## src/rtl/booth_r4_ctrl.sv

```systemverilog
// Control FSM for a radix-4 Booth multiplier: load, recode, add/sub, 2-bit shift.
// Optional BOOTH_R4_SKIP_EN folds the shift into EVAL for zero digits (000/111).
module booth_r4_ctrl #(
  parameter int CNT_W = 3
) (
  input  logic             clk,
  input  logic             rst,
  input  logic             start,
  input  logic [2:0]       q_bits,
  input  logic [CNT_W-1:0] count,
  output logic             ld_count,
  output logic             decr,
  output logic             ld_m,
  output logic             ld_q,
  output logic             clr_a,
  output logic             clr_qm1,
  output logic             alu_en,
  output logic             sub,
  output logic             sel_2m,
  output logic             shift,
  output logic             busy,
  output logic             done
);

  typedef enum logic [2:0] {
    S_IDLE  = 3'd0,
    S_LOAD  = 3'd1,
    S_EVAL  = 3'd2,
    S_SHIFT = 3'd3,
    S_DONE  = 3'd4
  } state_t;

  state_t state_q;
  state_t state_d;
  logic   last_iter_s;

  // Counter is tested before its decrement; zero is treated as finished too.
  assign last_iter_s = (count <= {{(CNT_W-1){1'b0}}, 1'b1});

  // State register with synchronous reset.
  always_ff @(posedge clk) begin
    if (rst) begin
      state_q <= S_IDLE;
    end else begin
      state_q <= state_d;
    end
  end

  // Next-state and output decode.
  always_comb begin
    state_d  = state_q;
    ld_count = 1'b0;
    decr     = 1'b0;
    ld_m     = 1'b0;
    ld_q     = 1'b0;
    clr_a    = 1'b0;
    clr_qm1  = 1'b0;
    alu_en   = 1'b0;
    sub      = 1'b0;
    sel_2m   = 1'b0;
    shift    = 1'b0;
    busy     = 1'b0;
    done     = 1'b0;
    case (state_q)
      S_IDLE: begin
        if (start) begin
          state_d = S_LOAD;
        end else begin
          state_d = S_IDLE;
        end
      end
      S_LOAD: begin
        busy     = 1'b1;
        ld_m     = 1'b1;
        ld_q     = 1'b1;
        clr_a    = 1'b1;
        clr_qm1  = 1'b1;
        ld_count = 1'b1;
        state_d  = S_EVAL;
      end
      S_EVAL: begin
        busy    = 1'b1;
        state_d = S_SHIFT;
        case (q_bits)
          3'b001, 3'b010: begin
            alu_en = 1'b1;
          end
          3'b011: begin
            alu_en = 1'b1;
            sel_2m = 1'b1;
          end
          3'b100: begin
            alu_en = 1'b1;
            sub    = 1'b1;
            sel_2m = 1'b1;
          end
          3'b101, 3'b110: begin
            alu_en = 1'b1;
            sub    = 1'b1;
          end
          3'b000, 3'b111: begin
`ifdef BOOTH_R4_SKIP_EN
            // Zero digit: shift straight away and skip the SHIFT state.
            shift = 1'b1;
            decr  = 1'b1;
            if (last_iter_s) begin
              state_d = S_DONE;
            end else begin
              state_d = S_EVAL;
            end
`else
            alu_en = 1'b0;
`endif
          end
          default: begin
            alu_en = 1'b0;
          end
        endcase
      end
      S_SHIFT: begin
        busy  = 1'b1;
        shift = 1'b1;
        decr  = 1'b1;
        if (last_iter_s) begin
          state_d = S_DONE;
        end else begin
          state_d = S_EVAL;
        end
      end
      S_DONE: begin
        busy    = 1'b1;
        done    = 1'b1;
        state_d = S_IDLE;
      end
      default: begin
        state_d = S_IDLE;
      end
    endcase
  end

endmodule

```

## config.mk

```make
export PLATFORM = sky130hd
export DESIGN_NAME = booth_r4_ctrl
export DESIGN_NICKNAME = d
export VERILOG_FILES = /design/src/rtl/booth_r4_ctrl.sv
export SDC_FILE = /design/constraint.sdc
export NUM_CORES = 1
export LEC_CHECK = 0
export CAP_MARGIN = 20
export CELL_PAD_IN_SITES_DETAIL_PLACEMENT = 0
export CELL_PAD_IN_SITES_GLOBAL_PLACEMENT = 1
export CORE_AREA = 2 2 39 41
export DETAILED_ROUTE_END_ITERATION = 8
export DIE_AREA = 0 0 41 43
export GPL_TIMING_DRIVEN = 0
export PLACE_DENSITY = 0.81
export REMOVE_ABC_BUFFERS = 1
export SKIP_LAST_GASP = 1
export SLEW_MARGIN = 20
export SYNTH_ARGS = -nofsm -noshare
export SYNTH_HDL_FRONTEND = slang
export SYNTH_SLANG_ARGS = --single-unit
```

## constraint.sdc

```tcl
create_clock -name clk -period 2.35 [get_ports clk]
set_input_delay 0.3525 -clock clk [delete_from_list [all_inputs] [get_ports clk]]
set_output_delay 0.3525 -clock clk [all_outputs]
set_load 0.01 [all_outputs]
```

After elaboration in Yosys (flattened, before gate mapping). Cells that the tools add are included.

Register bits after elaboration: 3.

Equal/unequal tests: 11. $lt $le $gt $ge: 1. Muxes and demuxes: 13. Reductions and logical operators: 7.

Operator list (number): equality test 3 bit (second input constant) (5); equality test 3 x 2 -> 1 bit (second input constant) (4); case mux 3 bit (4 select lines) (1); two-way mux 1 bit (10); equality test 3 x 1 -> 1 bit (second input constant) (2); zero test 3 bit (2); OR reduction 6 bit (1); OR reduction 2 bit (2); OR reduction 4 bit (1); less-or-equal comparator 3 x 1 -> 1 bit (second input constant) (1); two-way mux 3 bit (1); OR reduction 3 bit (1); case mux 1 bit (2 select lines) (1).

Depth between registers and ports, before layout. Gate-level depths: netlist of the first run.

Depth in word-level cells: 4. Mapped depth: 2.

Worst setup path before layout of the first run. No wires, ideal clock.

Kind: register to output. Start: reg state_q[0]. End: out clr_qm1. Data required time: 1.997 ns. Path slack: 0.858 ns. Buffers on the path: 1. Cell stages (with the launch flop): 3. Arrival time: 1.139 ns. Cell sequence: dfxtp_1 > nor3b_1 > buf_4.

Longest elaborated chain between the ends: 2.

Ends and longest elaborated chain: start, declared (line 33) `state_t state_q;`; start signal, assigned (line 45) `state_q <= state_d;`; equality test 3 x 1 -> 1 bit; two-way mux 1 bit; end, declared (line 16) `output logic clr_qm1,`.

No other way between the ends.

Final worst setup path of the first run.
Start: reg state_q[1]. End: out alu_en.

Longest elaborated chain between the ends: 2.

Ends and longest elaborated chain: equality test 3 x 2 -> 1 bit (line 64) `case (state_q)`; two-way mux 1 bit (line 64); end, declared (line 17) `output logic alu_en,`.

No other way between the ends.

==> flow_summary_export.csv, run 1 <==
group,metric,value,unit
outcome,status,"completed",
setup_path,start_kind,"flop",
drt,wl_per_cell,9.20,um
floorplan,io_pins,21,
setup_path,crit_start,"state_q[1]",
power_and_ir_drop,power_density,497,mW/mm^2
floorplan,initial_utilization,17.2,%
global_route,antenna_found_initial,0,
cells_and_area,utilization,31.5,%
cells_and_area,largest_register,"state_q",
sta,min_period,2.12,ns
synthesis,synth_compound_area_share,7.37,%
cells_and_area,area_growth,83.2,%
placed_design,place.gp.congestion,0.575,
setup_path,cp_slowest_cell,"clkdlybuf4s50_1",
setup_path,path_class,"flop to output pin",
floorplan,chipWidth,41,um
setup_path,arrival,1.77,ns
clock_network,clock_latency,0.23,ns
synthesis,synth_top_family_by_area,"simple AND/OR/NAND/NOR gates",
global_route,grt_use_total,6.91,%
synthesis,yosys.area.top_type,"dfxtp_1",
drt,detail-route-antenna-nets,0,
synthesis,synthesis.instances,27,
synthesis,synth_area,238,um^2
placed_design,port_buffers,19,
setup_path,r2r_start,"state_q[2]",
floorplan,core,0.00138,mm^2
cells_and_area,antenna_cells,0,
sta,finalCritPeriodShare,90.3,%
sta,slew_headroom,67.2,%
clock_network,cts_buffer_depth,2,
sta,final-max-slew-violation-count,0,
setup_path,worstPathRequired,2.00,ns
power_and_ir_drop,leakage,0.159,nW
drt,routed_wl,561,um
synthesis,synth_top_area_share,25.3,%
setup_path,worstPathCellList,"or3b_4, nor3_2, clkdlybuf4s50_1",
drt,vias_per_cell,4.21,
power_and_ir_drop,ir_worst_vdd,214,uV
setup_path,path_max_fanout,6,
cells_and_area,layout-drive-gt1-share,15.6,%
synthesis,avgSynthCellArea,8.80,um^2
synthesis,ys_seq_elements,3,
setup_path,cp.buffers_inverters,1,
hold_path,hold_start,"state_q[0]",
global_route,grt_max_degree,8,
synthesis,synthDistinctLibCells,19,
setup_path,critPathCaptureType,"output pin",
cells_and_area,fillers,153,
synthesis,post_synth_and_or_nand_nor_area_fraction,46.3,%
hold_path,min_to,"state_q[0]",
setup_path,slowest_delay,0.55,ns
global_route,gr-total-overflow,0,
clock_network,cts_tree,"built",
setup_path,r2r_end,"state_q[2]",
hold_path,hold_class,"flop to flop",
cells_and_area,largestRegisters,"state_q x3",
synthesis,yosys-top-cells-area,"dfxtp_1, buf_4, a211oi_2",
setup_path,cp_top_family,"simple AND/OR/NAND/NOR gates",
synthesis,synthMuxAreaShare,0,%
sta,worst_pin_slew,0.490,ns
sta,fmaxAchievable,471,MHz
sta,timing.hold.ws,0.525,ns
global_route,grt_pass1_vias,230,
synthesis,yosys.area_share.adder,0,%
synthesis,yosysWarnings,0,
cells_and_area,largest_reg_flops,3,
hold_path,whs_path_depth,1,
global_route,grt_pass1_wl,841,um
cells_and_area,stdcell_area,435,um^2
setup_path,r2r_cells,2,
clock_network,cts_max_level,1,
floorplan,dieHeight,43,um
drt,vias,257,
power_and_ir_drop,total_power,0.216,mW
floorplan,die_area,0.00176,mm^2
synthesis,synth-xor-area-share,3.68,%
synthesis,yosysSeqAreaShare,25.3,%
clock_network,numClockSinks,3,
floorplan,row_count,14,
cells_and_area,fin_nets,55,
sta,setup_viol,0,
drt,drcViolationCount,0,
sta,hold_viol_final,0,
placed_design,post_dp_cell_area,410,um^2
clock_network,cts_buffers,3,
flow_run,cap_violations,0,
clock_network,path_clk_slew,0.04,ns
drt,first_pass_iters,1,
clock_network,root_buffer,"clkbuf_4",
sta,rsz0062_at_grt,"false",
sta,clock_skew,0.00490,ns
setup_path,regToRegSetupSlack,1.40,ns
drt,dr.first_iter.drc_count,0,
layout by cell type (no fill, tap or decap), types with 2 or more instances in the layout:
cell             instances
clkdlybuf4s50_1         18
nor2_1                   2
nor4_1                   2
dfxtp_1                  3
clkbuf_4                 3
worst max-delay path by stage:
| stage | to | cells past startpoint |
|---|---|---|
| 6_report | alu_en | 3 |
| 5_1_grt | sub | 3 |
| 4_1_cts | alu_en | 3 |
| 3_5_place_dp | sel_2m | 4 |
| 3_3_place_gp | sel_2m | 4 |
| 2_1_floorplan | clr_a | 1 |
synthesized netlist by cell type:
library cell and instances:
nor2_1 2, nor4_1 2, nor4b_1 1, nor3b_1 1, and3b_1 1, nand3b_1 1, nor3_2 1, or3b_2 1
nor3_1 1, and3_1 1, xnor2_1 1, a21oi_1 1, a211oi_2 1, inv_1 1, dfxtp_1 3, or3b_4 1
nor4bb_1 1, buf_4 5, and2_1 1
worst register-to-register path: stages (launching register included):
cell	delay, ns
dfxtp_1	0.36
and3b_1	0.28
nor4b_1	0.21
area by class of cell:
class	count	area (um^2)	area share [%]
clock buffers	4	26.3	6.03
inverters	1	3.75	0.862
multi-input cells	18	136	31.3
flip-flops and latches	3	60.1	13.8
well taps	16	20.0	4.60
repair buffers	19	189	43.4
kinds of logic (layout without fill, tap and decap cells):
kind of cell / count (synthesis) / count (layout)
flip-flops: 3 / 3
XOR/XNOR: 1 / 1
AND/OR/NAND/NOR: 15 / 15
AO/OA/AOI/OAI: 2 / 2
buffers and inverters: 6 / 24
report_power, final:
| part | internal [mW] | switching, mW | leakage, nW |
|---|---|---|---|
| sequential | 0.0544 | 0.00423 | 0.0247 |
| clock | 0.0636 | 0.0266 | 0.0150 |
| combinational | 0.0425 | 0.0252 | 0.120 |
| total | 0.160 | 0.0560 | 0.159 |
metal layers:
metal | routed length [um] | track usage, %
met1 | 263 | 8.28
met2 | 229 | 9.69
met3 | 67 | 3.14
met4 | 0 | 4.00
met5 | 0 | 0
what timing repair did:
action,in CTS,in global routing
hold buffers,0,0
buffers inserted,0,0
setup endpoints to repair,1,0
resized for setup,1,0
through the flow:
step,setup slack (ns),setup TNS [ns],instances
after detailed placement,-0.0263,-0.0263,57
after CTS,0.205,0,61
final,0.228,0,61
after global placement,-0.0308,-0.0308,57
after global routing,0.157,0,61
after floorplan,0.460,0,22
No activity file was read; power rests on OpenSTA's default activity.
==> inputs of run 2 (changes only) <==
- HOLD_SLACK_MARGIN: unset -> 0.1
==> results of run 2 <==
Same layout as run 1: the final DEF is identical, and so are final timing and power.
==> RTL edit (config.mk and constraints of run 2) <==
Make the reset (`rst`) asynchronous in one clocked block. Comments in the files are not updated.
--- a/src/rtl/booth_r4_ctrl.sv
+++ b/src/rtl/booth_r4_ctrl.sv
@@ -38,7 +38,7 @@
   assign last_iter_s = (count <= {{(CNT_W-1){1'b0}}, 1'b1});
 
   // State register with synchronous reset.
-  always_ff @(posedge clk) begin
+  always_ff @(posedge clk or posedge rst) begin
     if (rst) begin
       state_q <= S_IDLE;
     end else begin
Check against the original RTL: differs if rst is asserted again (counterexample within 4 cycles, from zero or initial values and one cycle with rst high); with rst held inactive, the same outputs for 10 cycles.
==> RTL edit against run 2 <==
- area after synthesis increased by 6.3%
- routed wire length increased by 12%
- largest cell class unchanged
- global-route usage increased by 2.1 points
- hold slack got worse by 0.24 ns
- cell count increased by 1.6%
- sequential cell count unchanged
- cell area increased by 3.4%
- worst setup slack got worse by 0.084 ns
- register-to-register slack got worse by 0.06 ns
- die area unchanged
Power is not compared: it rests on default switching activity, and its combinational part moved more than twofold at a synthesized area within 25%.
==> RTL edit: results (changes against run 2) <==
[status]
outcome = finished clean

[grt]
grt_pass1_wl_um = 993  ; +18%
use_met2_pct = 12.5  ; +2.8 points
grt_start_max_net_pins = 8  ; unchanged
use_met3_pct = 6.28  ; +3.1 points
grt_pass1_vias = 260  ; +13%
use_met1_pct = 7.42  ; -0.86 points
grtUsageTotal_pct = 9.05  ; +2.1 points

[cells_and_area]
layout-drive-gt1-share_pct = 15.2  ; -0.34 points
seqCellArea_um2 = 75.1  ; +25%
fin_cells = 62  ; +1.6%
fill_cells = 134  ; -12%
diodes = 0  ; unchanged
nets = 56  ; +1.8%

[detailed_routing]
via_per_inst = 4.21  ; about the same
drt_first_pass_iters = 2  ; +1
m1WireLength_um = 197  ; -25%
top_layer_used = met4
wl_met2_um = 264  ; +15%
routed-wl-met3_um = 148  ; +120%
wl_per_cell_um = 10.1  ; +9.8%
first_iter_violations = 3  ; +3

[critical_path]
r2r_slack_ns = 1.34  ; -0.06 ns
crit_fanout = 7  ; +1
cp.arrival_ns = 1.85  ; +0.08 ns
reg2reg_from = state_q[2]$_DFF_PP0_
regToRegEndpoint = state_q[2]$_DFF_PP0_
crit_type = flop to primary output
r2r_cells = 2  ; unchanged
worstSetupEndpoint = sub

[synth]
syn_inst = 28  ; +3.7%
yosys-top-cells-count = buf_4 (5), dfrtp_1 (3), nor3_1 (3)
ys_warn_count = 0  ; unchanged
async_flop_share_pct = 100  ; +100 points
synth.distinct_cells = 17  ; -2
synth.area.top_cells = dfrtp_1 (30%), buf_4 (15%), nor3_1 (5.9%), nor3b_1 (5.9%), a211oi_2 (5.0%)
seq_area_frac_synth_pct = 29.7  ; +4.4 points

[clock_network]
cts.path.max_buffers = 2  ; unchanged
insertion_delay_ns = 0.24
clk_pin_slew_ns = 0.04  ; about the same
cts_setup_buffers = 0  ; unchanged
cts_max_level = 1  ; unchanged

[place]
place_congestion = 0.605  ; +5.3%
pre_cts_ws_ns = -0.0271  ; -0.000820 ns
dp_cells = 58  ; +1.8%
dpl-instance-area_um2 = 425  ; +3.7%

[sta]
maxSlewHeadroom_pct = 65.5  ; -1.7 points
hold_slack_ns = 0.289  ; -0.237 ns
finalWorstSetupSlack_ns = 0.145  ; -0.0836 ns
fin_skew_ns = 0.00251  ; -0.00238 ns

[min_path]
hold_path_class = primary input to asynchronous set/reset pin

[RTL edit: changes by cell type after synthesis, sizes merged]
cell,run 2,this run
nor4b,1,0
nor3,2,4
dfxtp,3,0
nor4,2,0
dfrtp,0,3
inv,1,2
nor3b,1,2
[RTL edit: logic make-up (layout without fill, tap and decap cells)]
family,count (synthesis),after routing,share of synthesized area [%]
AOI/OAI and AO/OA,2,2,6.93
xor gates and xnor gates,1,1,3.47
buffers and inverters,7,25,17.8
DFF,3,3,29.7
and+or+nand+nor,15,15,42.1
[RTL edit: critical path, stage by stage (launching register included)]
cell	delay [ns]
dfrtp_1	0.44
or3b_4	0.44
a211oi_2	0.15
clkdlybuf4s50_1	0.58
[RTL edit: layout make-up]
class	count	share of cell area, %
Multi-Input combinational cell	18	29.4
Tap cell	16	4.44
Timing Repair Buffer	19	41.9
Inverter	2	1.67
Sequential cell	3	16.7
Clock buffer	4	5.83
